==> src/rtl/alu_cmd_ctrl_pkg.sv <==
// alu_cmd_ctrl_pkg: shared state encoding, frame opcodes and ALU function codes
package alu_cmd_ctrl_pkg;
  localparam logic [7:0] CMD_ALU_OPR  = 8'hCC;
  localparam logic [7:0] CMD_ALU_NOPR = 8'hDD;
  typedef enum logic [2:0] {
    S_IDLE, S_GET_A, S_GET_B, S_GET_FUN, S_EXEC, S_WAIT_RES, S_TX_LO, S_TX_HI
  } state_t;
  typedef enum logic [3:0] {
    FN_ADD   = 4'h0, FN_SUB   = 4'h1, FN_MUL   = 4'h2, FN_DIV   = 4'h3,
    FN_AND   = 4'h4, FN_OR    = 4'h5, FN_NAND  = 4'h6, FN_NOR   = 4'h7,
    FN_XOR   = 4'h8, FN_XNOR  = 4'h9, FN_CMPEQ = 4'hA, FN_CMPGT = 4'hB,
    FN_CMPLT = 4'hC, FN_SHR   = 4'hD, FN_SHL   = 4'hE
  } alu_fun_t;
  function automatic logic is_get(input state_t s);
    return s inside {S_GET_A, S_GET_B, S_GET_FUN};
  endfunction
endpackage

==> src/rtl/alu_res_serializer.sv <==
// alu_res_serializer: holds the ALU result and sends it low byte first over valid/ready
// i_load captures i_res and presents the low byte; o_hs flags each accepted byte.
module alu_res_serializer #(
  parameter int DATA_WIDTH = 8
) (
  input  logic                    CLK,
  input  logic                    RST,
  input  logic                    i_load,
  input  logic [2*DATA_WIDTH-1:0] i_res,
  input  logic                    i_tx_ready,
  output logic [DATA_WIDTH-1:0]   o_tx_data,
  output logic                    o_tx_valid,
  output logic                    o_hs
);
  logic [2*DATA_WIDTH-1:0] r_res;
  logic [DATA_WIDTH-1:0]   r_data;
  logic                    r_valid;
  logic                    r_hi;
  assign o_hs       = r_valid && i_tx_ready;
  assign o_tx_data  = r_data;
  assign o_tx_valid = r_valid;
  always_ff @(posedge CLK or negedge RST) begin
    if (!RST) begin
      r_res   <= '0;
      r_data  <= '0;
      r_valid <= 1'b0;
      r_hi    <= 1'b0;
    end else if (i_load) begin
      r_res   <= i_res;
      r_data  <= i_res[DATA_WIDTH-1:0];
      r_valid <= 1'b1;
      r_hi    <= 1'b0;
    end else if (o_hs) begin
      // first accept switches to the high byte, second accept ends the reply
      r_data  <= r_res[2*DATA_WIDTH-1:DATA_WIDTH];
      r_hi    <= !r_hi;
      r_valid <= !r_hi;
    end
  end
endmodule

==> src/rtl/alu_cmd_ctrl.sv <==
// alu_cmd_ctrl: parses ALU command frames from RX bytes, drives the ALU, returns the result to TX
// Ports: CLK/RST (async active-low); rx_data/rx_valid byte stream in;
// alu_a/alu_b/alu_fun/alu_en/alu_clk_en to the ALU, alu_out/alu_valid back;
// tx_data/tx_valid/tx_ready reply handshake; busy and frame_err status.
module alu_cmd_ctrl
  import alu_cmd_ctrl_pkg::*;
#(
  parameter int DATA_WIDTH = 8,
  parameter int FUN_WIDTH  = 4,
  parameter int FRAME_TO   = 1024
) (
  input  logic                    CLK,
  input  logic                    RST,
  input  logic [DATA_WIDTH-1:0]   rx_data,
  input  logic                    rx_valid,
  output logic [DATA_WIDTH-1:0]   alu_a,
  output logic [DATA_WIDTH-1:0]   alu_b,
  output logic [FUN_WIDTH-1:0]    alu_fun,
  output logic                    alu_en,
  output logic                    alu_clk_en,
  input  logic [2*DATA_WIDTH-1:0] alu_out,
  input  logic                    alu_valid,
  output logic [DATA_WIDTH-1:0]   tx_data,
  output logic                    tx_valid,
  input  logic                    tx_ready,
  output logic                    busy,
  output logic                    frame_err
);
  localparam int CW = $clog2(FRAME_TO);
  state_t                r_state, w_next;
  logic [DATA_WIDTH-1:0] r_alu_a, r_alu_b, w_a, w_b;
  logic [FUN_WIDTH-1:0]  r_alu_fun, w_fun;
  logic [CW-1:0]         r_cnt, w_cnt;
  logic                  r_alu_en, r_clk_en, r_busy, r_err;
  logic                  w_err, w_load, w_hs;
  always_comb begin
    w_next = r_state;
    w_a    = r_alu_a;
    w_b    = r_alu_b;
    w_fun  = r_alu_fun;
    w_cnt  = '0;
    w_err  = 1'b0;
    w_load = 1'b0;
    case (r_state)
      S_IDLE: if (rx_valid) begin
        w_next = rx_data == DATA_WIDTH'(CMD_ALU_OPR)  ? S_GET_A :
                 rx_data == DATA_WIDTH'(CMD_ALU_NOPR) ? S_GET_FUN : S_IDLE;
        w_err  = w_next == S_IDLE;
      end
      S_GET_A: if (rx_valid) begin
        w_a    = rx_data;
        w_next = S_GET_B;
      end
      S_GET_B: if (rx_valid) begin
        w_b    = rx_data;
        w_next = S_GET_FUN;
      end
      S_GET_FUN: if (rx_valid) begin
        w_fun  = rx_data[FUN_WIDTH-1:0];
        w_next = S_EXEC;
      end
      S_EXEC: begin
        w_next = S_WAIT_RES;
        w_err  = rx_valid;
      end
      S_WAIT_RES: begin
        // ALU latency is one cycle, so a missing result here is a fault
        w_next = alu_valid ? S_TX_LO : S_IDLE;
        w_load = alu_valid;
        w_err  = rx_valid || !alu_valid;
      end
      S_TX_LO: begin
        w_next = w_hs ? S_TX_HI : S_TX_LO;
        w_err  = rx_valid;
      end
      S_TX_HI: begin
        w_next = w_hs ? S_IDLE : S_TX_HI;
        w_err  = rx_valid;
      end
      default: w_next = S_IDLE;
    endcase
    // idle-gap timer only runs while a frame is being collected
    if (is_get(r_state) && !rx_valid) begin
      if (r_cnt == CW'(FRAME_TO - 1)) begin
        w_next = S_IDLE;
        w_err  = 1'b1;
      end else begin
        w_cnt = r_cnt + 1'b1;
      end
    end
  end
  always_ff @(posedge CLK or negedge RST) begin
    if (!RST) begin
      r_state   <= S_IDLE;
      r_alu_a   <= '0;
      r_alu_b   <= '0;
      r_alu_fun <= '0;
      r_cnt     <= '0;
      r_alu_en  <= 1'b0;
      r_clk_en  <= 1'b0;
      r_busy    <= 1'b0;
      r_err     <= 1'b0;
    end else begin
      r_state   <= w_next;
      r_alu_a   <= w_a;
      r_alu_b   <= w_b;
      r_alu_fun <= w_fun;
      r_cnt     <= w_cnt;
      r_alu_en  <= w_next == S_EXEC;
      r_clk_en  <= w_next inside {S_EXEC, S_WAIT_RES};
      r_busy    <= w_next != S_IDLE;
      r_err     <= w_err;
    end
  end
  alu_res_serializer #(.DATA_WIDTH(DATA_WIDTH)) u_ser (
    .CLK       (CLK),
    .RST       (RST),
    .i_load    (w_load),
    .i_res     (alu_out),
    .i_tx_ready(tx_ready),
    .o_tx_data (tx_data),
    .o_tx_valid(tx_valid),
    .o_hs      (w_hs)
  );
  assign alu_a      = r_alu_a;
  assign alu_b      = r_alu_b;
  assign alu_fun    = r_alu_fun;
  assign alu_en     = r_alu_en;
  assign alu_clk_en = r_clk_en;
  assign busy       = r_busy;
  assign frame_err  = r_err;
endmodule
==> config.mk <==
export PLATFORM = sky130hd
export DESIGN_NAME = alu_cmd_ctrl
export DESIGN_NICKNAME = d
export VERILOG_FILES = /design/src/rtl/alu_cmd_ctrl_pkg.sv /design/src/rtl/alu_res_serializer.sv /design/src/rtl/alu_cmd_ctrl.sv
export SDC_FILE = /design/constraint.sdc
export NUM_CORES = 1
export LEC_CHECK = 0
export ABC_CLOCK_PERIOD_IN_PS = 4900
export CAP_MARGIN = 20
export CORE_ASPECT_RATIO = 1.2
export CORE_MARGIN = 1.5
export CORE_UTILIZATION = 53
export DETAILED_ROUTE_END_ITERATION = 6
export PLACE_DENSITY = 0.82
export SYNTH_ARGS = -nofsm -noshare
export SYNTH_HDL_FRONTEND = slang
export SYNTH_HIERARCHICAL = 1
export SYNTH_SLANG_ARGS = --single-unit
==> constraint.sdc <==
create_clock -name CLK -period 4.9 [get_ports CLK]
set_clock_uncertainty 0.2 [all_clocks]
set_input_delay 0.98 -clock CLK [delete_from_list [all_inputs] [get_ports CLK]]
set_output_delay 0.98 -clock CLK [all_outputs]
set_load 0.02 [all_outputs]
# Word-level counts from Yosys, hierarchy flattened
# Cells that the tools add are included.
[totals] inputBits=29 output_inout_bits=33 register_bits=63 elab_cells=66
[classes] mux=24 add_sub_neg=1 n_eq_ne=12 reduce_logical=16
[op_table] op="$mux W3" n=8
[op_table] op="$pmux W3 S8" n=1
[op_table] op="$mux W10" n=2
[op_table] op="$eq A3 B3 Y1 const B" n=6
[op_table] op="$eq A8 B8 Y1 const B" n=2
[op_table] op="$mux W8" n=2
[op_table] op="$add A10 B1 Y10 const B" n=1
[op_table] op="$eq A10 B10 Y1 const B" n=1
[op_table] op="$mux W1" n=8
[op_table] op="$eq A3 B2 Y1 const B" n=2
[op_table] op="$logic_not A3 Y1" n=2
[op_table] op="$reduce_and A2 Y1" n=3
[op_table] op="$reduce_bool A3 Y1" n=2
[op_table] op="$mux W2" n=2
[op_table] op="$reduce_bool A2 Y1" n=2
[op_table] op="$eq A3 B1 Y1 const B" n=1
[op_table] op="$logic_not A1 Y1" n=3
[op_table] op="$pmux W1 S3" n=1
[op_table] op="$reduce_or A3 Y1" n=1
[op_table] op="$logic_and A1 B1 Y1" n=2
[op_table] op="$logic_or A1 B1 Y1" n=1

# Longest topological paths before layout
[depth] depth_word=9 ltp_mapped=6 mapped_depth_nobuf=5

# By module
# The synthesis kept the hierarchy.
[by_module_without_submodules] mod="alu_cmd_ctrl" n_inst=1 cells_each=140 area_each_um2=1681.6
[by_module_without_submodules] mod="alu_res_serializer" n_inst=1 cells_each=70 area_each_um2=858.3

# Worst setup path before layout
# Ideal clock, no wire load.
[synth_path] path_kind="input to register" from="input alu_valid" to="register u_ser.r_res[14]" cell_stages=4 slack_ns=2.581 setup_time_ns=0.125 arrival_time_ns=1.994 cell_sequence="nand2_1 -> nor3_1 -> buf_4 -> mux2_4"
[synth_between] elab_chain_len=1
[synth_rtl] element="start, declared" line_no="alu_cmd_ctrl.sv:22" source="input logic alu_valid,"
[synth_rtl] element="$mux W1" line_no="alu_cmd_ctrl.sv:44" source="case (r_state)"
[synth_rtl] element="net w_load" line_no="alu_cmd_ctrl.sv:35" source="logic w_err, w_load, w_hs;"
[synth_rtl] element="end signal, assigned" line_no="alu_res_serializer.sv:29" source="r_res <= i_res;"
[synth_rtl] element="end, declared" line_no="alu_res_serializer.sv:15" source="logic [2*DATA_WIDTH-1:0] r_res;"
# The timed path passes the listed nets, and every way through them passes these cells.
# A chain may end at the register's enable or synchronous reset.

# Worst setup path in the final report
[layout_path] from="register u_ser.r_valid (netlist: u_ser/o_tx_valid)" to="output tx_valid"
[layout_rtl] element="start, declared" line_no="alu_res_serializer.sv:17" source="logic r_valid;"
[layout_rtl] element="start signal, assigned" line_no="alu_res_serializer.sv:37" source="r_valid <= !r_hi;"
[layout_rtl] element="end, declared" line_no="alu_cmd_ctrl.sv:24" source="output logic tx_valid,"
# No word-level cell between the ends.

==> results_dict.tcl <==
set metrics [dict create \
    floorplan.io_pins 62 \
    dp.cells 320 \
    dieArea_sq_mm 0.00522 \
    post_synth_instance_area_sq_mm 0.00254 \
    timing.critical_path.cells "clkdlybuf4s50_1" \
    hold_path_class "flip-flop to flip-flop" \
    place_hpwl_microns 3290 \
    most_common_cell_after_layout_fill_and_taps_aside "sky130_fd_sc_hd__clkdlybuf4s50_1" \
    cp_slowest_cell "sky130_fd_sc_hd__clkdlybuf4s50_1" \
    hold_wc_startpoint "r_cnt[0]$_DFF_PN0_" \
    timing.critical_path.required_ns 3.72 \
    worst_path_buffer_plus_inverter_count 1 \
    root_cell_of_the_clock_tree "sky130_fd_sc_hd__clkbuf_8" \
    timing.max_cap.violations 0 \
    routed-via-count 1731 \
    critPathArrivalTime_ns 1.60 \
    antenna_cells_inserted 0 \
    antenna_left 0 \
    later_pin_clock_latency_in_the_skew_report_ns 0.30 \
    max_slew.worst_pin.slew_ns 0.677 \
    critical_path_peak_fanout 13 \
    finish.cell_count_without_fillers 328 \
    avg_inst_size_synth_sq_um 12.1 \
    rsz0062_at_grt "false" \
    clock_tree.buffer_depth 2 \
    global_placer_s_final_weighted_congestion 0.816 \
    final_min_period_over_clock_period 0.568 \
    gate_count_after_technology_mapping 210 \
    leakage_nw 1.37 \
    post-route-drc-count 0 \
    hold_viol_final 0 \
    crit-reg2reg-launch "r_state[0]$_DFF_PN0_" \
    most-common-layout-cells "sky130_fd_sc_hd__clkdlybuf4s50_1, sky130_fd_sc_hd__dfrtp_1, sky130_fd_sc_hd__mux2_2" \
    grt_first_pass_wirelength_microns 7830 \
    min_path_cells 1 \
    cp_top_family "buffers and inverters" \
    layout-drive-gt1-share 0.181 \
    cts_inserted_buffers 5 \
    cts_tree "done" \
    tritoncts_num_sinks 55 \
    cp-end-kind "output pin" \
    post_synth_cell_types 45 \
    pwr_density_cell_mw_per_mm2 581 \
    setup_slack_on_the_worst_flop_to_flop_path_ns 3.00 \
    number_of_warnings_reported_in_the_yosys_synthesis_log 6 \
    gr-usage-all-layers 0.197 \
    areaGrowthSynthToFinish_pct 28.8 \
    rows 27 \
    min_delay_worst_endpoint "r_cnt[0]$_DFF_PN0_" \
    core_area_sq_mm 0.00459 \
    max-slew-margin-rel 0.549 \
    antenna_found_initial 0 \
    final_net_count 299 \
    cts_setup_buffers 0 \
    status "finished, final reports clean" \
    count_of_h_tree_levels_built_during_cts 2 \
    die-height_microns 78.8 \
    critPathLaunchType "flip-flop" \
    worst-r2r-cell-count 4 \
    drt_iter0_markers 85 \
    drt-wirelength-per-cell_microns 14.5 \
    routed_wl_microns 4760 \
    ys_seq_elements 55 \
    effective_utilization_at_floorplan 0.553 \
    die_w_microns 66.2 \
    overall_overflow_remaining_after_global_route 0 \
    vias_per_cell 5.28 \
    finalCoreUtilization 0.712 \
    total_power_mw 1.90 \
    final_max_slew_viol_count 0 \
    finalSetupTns_ns 0 \
    grt_max_degree 56 \
    synth_fp_nets 240 \
    setup-violations-final 0 \
    vdd.ir_drop.worst_uv 329 \
    layout_min_cycle_time_ns 2.78 \
    holdBufCountCts 0 \
    detailedRoute.firstPassIterationCount 4 \
    number_of_global_route_vias_before_repair 1656 \
    clock_transition_at_path_regs_ns 0.09 \
    cpPeakStageDelay_ns 0.69 \
    port-buffer-count 61 \
    path_class "flip-flop to output pin" \
    worstReg2RegEnd "u_ser/r_res[13]$_DFFE_PN0P_" \
    fmaxAchievable_ghz 0.360 \
    sequential_share_of_the_synthesized_area 0.542 \
    post_cts_resize_count 0 \
]
## flip-flops by register name, summed over array words and instances, names as in the netlist
| name | cells |
|---|---|
| u_ser/o_tx_valid | 1 |
| u_ser/r_res | 8 |
| r_state | 3 |
| alu_en | 1 |
| alu_fun | 4 |
| busy | 1 |
| u_ser/r_hi | 1 |
| alu_a | 8 |
| frame_err | 1 |
| alu_b | 8 |
| r_cnt | 10 |
| u_ser/o_tx_data | 8 |
| alu_clk_en | 1 |
## power breakdown
| part | switching (mW) | internal (mW) | total [mW] |
|---|---|---|---|
| registers | 0.137 | 0.632 | 0.770 |
| logic | 0.378 | 0.451 | 0.828 |
| clock network | 0.138 | 0.165 | 0.303 |
| total | 0.653 | 1.25 | 1.90 |
## per-layer routing
layer	GRT usage	wire length, microns	vias up
li1	-	-	853
met1	0.269	2210	823
met2	0.311	2240	51
met3	0.0538	271	4
met4	0.0490	42	0
met5	0	0	-
## cells by family after synthesis
family,count (synthesis),synth area share
AO/OA/AOI/OAI,26,0.0862
multiplexers,28,0.136
AND/OR/NAND/NOR,65,0.143
adder cells (fa/ha/maj),1,0.00493
buffers and inverters,25,0.0537
XOR/XNOR,10,0.0345
flip-flops,55,0.542
## cell type report
cell class                      count  area (sq um)
Clock buffer                        6          82.6
Timing Repair Buffer               63           621
Multi-Input combinational cell    130          1030
Fill cell                         356          1320
Inverter                           14          52.6
Clock inverter                      2          35.0
Tap cell                           58          72.6
Sequential cell                    55          1380
## cells in the mapped netlist, drive strengths merged
library cell  count  area, sq um
nor2             14         52.6
nand3             7         40.0
nor3              5         25.0
nand2            17         63.8
o221ai            1         8.76
nand4b            8         70.1
nand4             1         6.26
a21boi            1         7.51
a21oi             2         10.0
o211ai            2         20.0
mux2             28          345
nand3b            1         7.51
o21ai             3         15.0
nor4b             1         8.76
a21bo             1         10.0
dfrtp            55         1380
nor2b             2         20.0
a21o              2         15.0
nor4              1         6.26
buf              11         83.8
o31ai             2         20.0
and3              2         12.5
xor2              5         43.8
ha                1         12.5
nand2b            1         6.26
and4              1         11.3
o21bai            2         18.8
xnor2             5         43.8
or3               1         6.26
o311ai            9         86.3
a22oi             1         7.51
inv              14         52.6
and2              2         15.0
nand4bb           1         11.3
## metrics by stage
step                cell area (sq um)  setup WS (ns)  hold WS (ns)
floorplan                        2540           2.58         0.254
detailed placement               3150           1.93         0.280
global placement                 3150           2.01         0.271
CTS                              3270           2.10         0.293
global route                     3270           2.05         0.318
finish                           3270           2.12         0.285
## how the worst max path moves through the flow
stage                                             from                          end  slack [ns]  cells after the start
final                     u_ser/o_tx_valid$_DFFE_PN0P_                     tx_valid        2.12                      1
after global routing      u_ser/o_tx_valid$_DFFE_PN0P_                     tx_valid        2.05                      1
after detailed placement                      tx_ready               busy$_DFF_PN0_        1.93                      6
after CTS                 u_ser/o_tx_valid$_DFFE_PN0P_                     tx_valid        2.10                      1
after floorplan                              alu_valid  u_ser/r_res[14]$_DFFE_PN0P_        2.58                      4
after global placement                        rx_valid         alu_a[5]$_DFFE_PN0P_        2.01                      4
(Power assumes the default switching activity.)
==> RTL edit 1: new RTL, same flow settings <==
Change the parameter `FRAME_TO` from 1024 to 2048.
--- a/src/rtl/alu_cmd_ctrl.sv
+++ b/src/rtl/alu_cmd_ctrl.sv
@@ -8,5 +8,5 @@
   parameter int DATA_WIDTH = 8,
   parameter int FUN_WIDTH  = 4,
-  parameter int FRAME_TO   = 1024
+  parameter int FRAME_TO   = 2048
 ) (
   input  logic                    CLK,
Function: no difference found for any inputs over 10 cycles, from zero or initial values and one cycle with RST low; that may be too few to reach the edited logic, so the function may still have changed.
==> RTL edit 1 against the unedited design <==
  * Sequential cell count rose by 1
  * Wire length is 3.3% higher
  * Die area is 0.67% lower
  * Synthesized cell count rose by 0.95%
  * Setup slack got worse by 0.23 ns
  * Total power is 3.5% lower
  * Area after synthesis fell by 0.69%
  * First-iteration DRC count increased by 5.9%
  * Design area is 1.2% lower
==> RTL edit 1: results (changes against the unedited design) <==
Outcome
  • Status: finished clean

Clock network
  • Clock Tree Buf Depth: 2 (unchanged)
  • Clock Pin Slew Worst Setup and Hold Paths: 0.10 ns
  • Clk_lat worst skew: 0.30 ns (about the same)
  • CTS resizes: 0 (unchanged)
  • Setup bufs post-CTS: 0 (unchanged)
  • H-Tree Depth: 2 (unchanged)
  • Num CTS Buffers: 5 (unchanged)

Synth
  • Area contributors post-synth: dfrtp_1 (56%), mux2_2 (7.1%), mux2_4 (4.8%), nand2_1 (4.6%), xor2_1 (3.1%)
  • Sequential share of the synthesized area: 55.6% (+1.4 points)
  • Mux cell area share after synthesis: 11.9% (-1.7 points)
  • Most frequent cells after synthesis: dfrtp_1 (56), nand2_1 (31), mux2_2 (16), nor2_1 (16)
  • Post-synth ARST share: 100% (unchanged)
  • Synth cell types: 41 (-8.9%)
  • Yosys warning total: 6 (unchanged)
  • Compound-Gate Fraction of Synth Area: 5.80% (-2.8 points)
  • Synth Area in XOR/XNOR: 3.82% (+0.37 points)
  • Syn nets: 242 (+0.83%)
  • Synth Area in Adders: 0.496% (+0.0034 points)

Cells and area
  • Max reg flops: 11 (+1)
  • Top reg by flops: r_cnt
  • Share of cells above drive strength 1: 16.1% (-2.1 points)
  • Final core area utilization: 70.4% (-0.84 points)
  • Antenna cells: 0 (unchanged)
  • Fillers: 367 (+3.1%)
  • Fin nets: 304 (+1.7%)

Global route
  • Total GRT Usage: 20.5% (+0.86 points)
  • Largest net degree at the start of global routing: 57 (+1.8%)
  • First-pass GRT wire length: 8180 um (+4.5%)
  • Vias in the first global route: 1737 (+4.9%)
  • Initial antenna violation count: 0 (unchanged)

Drt
  • Via/cell ratio: 5.34 (+1.2%)
  • 1st-iter DRT viols: 90 (+5.9%)
  • Drt pass-1 iters: 4 (unchanged)
  • WL per Instance: 14.8 um (+2.0%)

Setup path
  • CP peak stage delay: 0.70 ns
  • Worst-path maximum fanout: 12 (-1)
  • Arr. time, crit path: 3.00 ns (+1.40 ns)
  • CP max stage cell: clkdlybuf4s50_1

Pwr
  • Leakage power: 1.38 nW (+0.72%)
  • Max VDD drop: 360 uV (+9.6%)

Hold path
  • Hold Path Class: flip-flop to flip-flop

STA
  • Worst-Margin Slew: 0.731 ns (+0.0539 ns)

Place
  • Gpl congestion: 0.837 (+2.5%)
  • Placed inst area: 0.00316 mm^2 (about the same)
  • Post-place setup slack: 1.56 ns (-0.371 ns)
  • Hpwl dp: 3530 um (+7.1%)
  • IO buf count: 61 (unchanged)
RTL edit 1: cell types whose count changed after synthesis, moves of 2 or more:
cell     delta
and4_1      +2
buf_4       -2
inv_1       -5
mux2_2      -4
nand2_1    +14
nor2_1      +2
nor3_1      -3
xnor2_1     -3
xor2_1      +4
RTL edit 1: kinds of logic after synthesis:
group | count (synthesis)
multiplexers | 24
buffers and inverters | 19
adder cells (fa/ha/maj) | 1
AND/OR/NAND/NOR | 82
flip-flops | 56
AO/OA/AOI/OAI | 19
XOR/XNOR | 11
RTL edit 1: final cells by class:
type                       instances  share of cell area (%)
clock buffer                       6                    2.24
clock inverter                     1                   0.155
inverter                          10                    1.16
multi-input combinational        137                    31.2
sequential                        56                    43.3
tap                               58                    2.24
timing repair buffer              64                    19.7
RTL edit 1: worst paths after layout:
path                                               endpoint  slack, ns                 start  cells after the start
min in group asynchronous       u_ser/r_res[12]$_DFFE_PN0P_       0.59                   RST                      2
worst min-delay path                     r_cnt[0]$_DFF_PN0_       0.29    r_cnt[0]$_DFF_PN0_                      1
worst min register to register           r_cnt[0]$_DFF_PN0_       0.29    r_cnt[0]$_DFF_PN0_                      1
worst max register to register  u_ser/r_res[11]$_DFFE_PN0P_       2.69  r_state[1]$_DFF_PN0_                      4
max in group asynchronous              alu_a[1]$_DFFE_PN0P_       3.44                   RST                      2
worst max-delay path                         busy$_DFF_PN0_       1.89              tx_ready                      6
RTL edit 1: per-layer routing:
layer  track usage [%]  vias to the layer above  wire (um)
li1                  -                      856          -
met1              28.4                      881       2210
met2              31.8                       31       2430
met3              4.87                        6        203
met4              6.73                        0         70
met5                 0                        -          0
RTL edit 1: power by group:
| part | total (mW) | internal (mW) | switching, mW |
|---|---|---|---|
| clock network | 0.235 | 0.0976 | 0.138 |
| registers | 0.776 | 0.642 | 0.134 |
| logic | 0.823 | 0.451 | 0.372 |
| total | 1.83 | 1.19 | 0.643 |
RTL edit 1: worst max-delay path, delay by kind of cell:
kind | cells | cell delay, ns
and+or+nand+nor | 3 | 0.91
buffers and inverters | 1 | 0.70
AOI/OAI and AO/OA | 2 | 0.41
RTL edit 1: per-stage QoR:
stage	instances	hold WS [ns]	total power, mW
finish	332	0.287	1.83
global route	332	0.308	1.95
CTS	332	0.291	1.85
detailed placement	325	0.270	1.62
global placement	324	0.265	1.59
floorplan	212	0.255	1.28
==> RTL edit 2: new RTL, config.mk and constraints unchanged <==
Made on the original files. Remove the register `r_err`: a continuous assignment takes its place, so the output `frame_err` follows one clock earlier.
--- a/src/rtl/alu_cmd_ctrl.sv
+++ b/src/rtl/alu_cmd_ctrl.sv
@@ -100,5 +100,4 @@
       r_clk_en  <= 1'b0;
       r_busy    <= 1'b0;
-      r_err     <= 1'b0;
     end else begin
       r_state   <= w_next;
@@ -110,7 +109,8 @@
       r_clk_en  <= w_next inside {S_EXEC, S_WAIT_RES};
       r_busy    <= w_next != S_IDLE;
-      r_err     <= w_err;
     end
   end
+
+  assign r_err = w_err;
   alu_res_serializer #(.DATA_WIDTH(DATA_WIDTH)) u_ser (
     .CLK       (CLK),
Function: changed (Yosys sat finds a counterexample within 4 cycles, from zero or initial values and one cycle with RST low).
==> RTL edit 2 against the unedited design <==
  * Design area down 1.6%
  * Sequential cell count is 1 lower
  * Hold slack improved by 0.013 ns
  * Largest power group unchanged
  * Setup slack lost 1.3 ns
  * Die area decreased by 0.95%
  * Register-to-register slack gained 0.02 ns
  * Total power decreased by 2.8%
  * Area after synthesis shrank 0.99%
  * Wire length is 6.3% higher
==> RTL edit 2: results (changes against the unedited design) <==
Outcome
  • Status: finished clean

Setup path
  • Worst-path maximum fanout: 4 (-9)
  • CP peak stage delay: 0.53 ns (-0.16 ns)
  • Critical R2R Capture: alu_b[0]$_DFFE_PN0P_
  • FF-to-FF path depth: 3 (-1)
  • Reg2Reg Setup Slack: 3.02 ns (+0.02 ns)
  • Worst r2r src: r_state[2]$_DFF_PN0_
  • Arr. time, crit path: 2.94 ns (+1.34 ns)

Pwr
  • Max VDD drop: 264 uV (-20%)
  • Seq group: 757 uW (-2%)
  • Comb pwr share: 45.4% (+1.8 points)
  • Comb pwr: 839 uW (+1%)
  • Net Sw Frac: 35.8% (+1.5 points)
  • Leakage power: 1.35 nW (-1.9%)

Place
  • Gpl congestion: 0.767 (-6.0%)
  • Cell total after placement: 319 (-0.31%)
  • Hpwl dp: 3620 um (+9.9%)

Synth
  • Synth Area in XOR/XNOR: 3.48% (+0.034 points)
  • Mux cell area share after synthesis: 13.7% (+0.14 points)
  • Syn nets: 239 (-0.42%)
  • Area contributors post-synth: dfrtp_1 (54%), mux2_2 (9.0%), mux2_4 (4.8%), nand4b_1 (2.8%), o311ai_1 (2.8%)
  • Sequential share of the synthesized area: 53.7% (-0.46 points)
  • Most frequent cells after synthesis: dfrtp_1 (54), mux2_2 (20), nand2_1 (17), inv_1 (14), nor2_1 (14)
  • Compound-Gate Fraction of Synth Area: 8.71% (+0.086 points)

Drt
  • Met2 WL: 2590 um (+16%)
  • Metal-1 WL: 2110 um (-4.2%)
  • 1st-iter DRT viols: 102 (+20%)
  • Final wirelength: 5050 um (+6.3%)

Cells and area
  • Fin nets: 298 (-0.33%)
  • Share of cells above drive strength 1: 17.8% (-0.30 points)

STA
  • Hold slack: 0.298 ns (+0.0135 ns)
  • Period utilisation layout: 84.1% (+27 points)

Global route
  • Total GRT Usage: 21.6% (+2.0 points)
  • Vias in the first global route: 1772 (+7.0%)
  • Largest net degree at the start of global routing: 55 (-1.8%)
[RTL edit 2: changes by cell type in the layout (fill, tap and decap cells not counted), sizes merged]
cell    change
clkbuf      +1
dfrtp       -1
bufinv      -1
[RTL edit 2: worst max path at each step]
stage / start / endpoint / cells past startpoint
3_3_place_gp: rx_data[1] / frame_err / 6
5_1_grt: rx_data[1] / frame_err / 6
2_1_floorplan: rx_data[5] / frame_err / 4
6_report: rx_data[1] / frame_err / 6
3_5_place_dp: rx_data[2] / frame_err / 6
4_1_cts: rx_data[2] / frame_err / 6
[RTL edit 2: layout make-up]
type                    count  area [um^2]
multi-input cells         130         1030
fillers                   338         1340
well taps                  58         72.6
flip-flops and latches     54         1350
inverters                  14         52.6
clock buffers               7         86.3
repair buffers             63          621
clock inverters             1         5.00
[RTL edit 2: metal layers]
layer,GRT usage (%),vias up
li1,-,850
met1,25.6,874
met2,38.1,60
met3,4.44,7
met4,8.13,0
met5,0,-
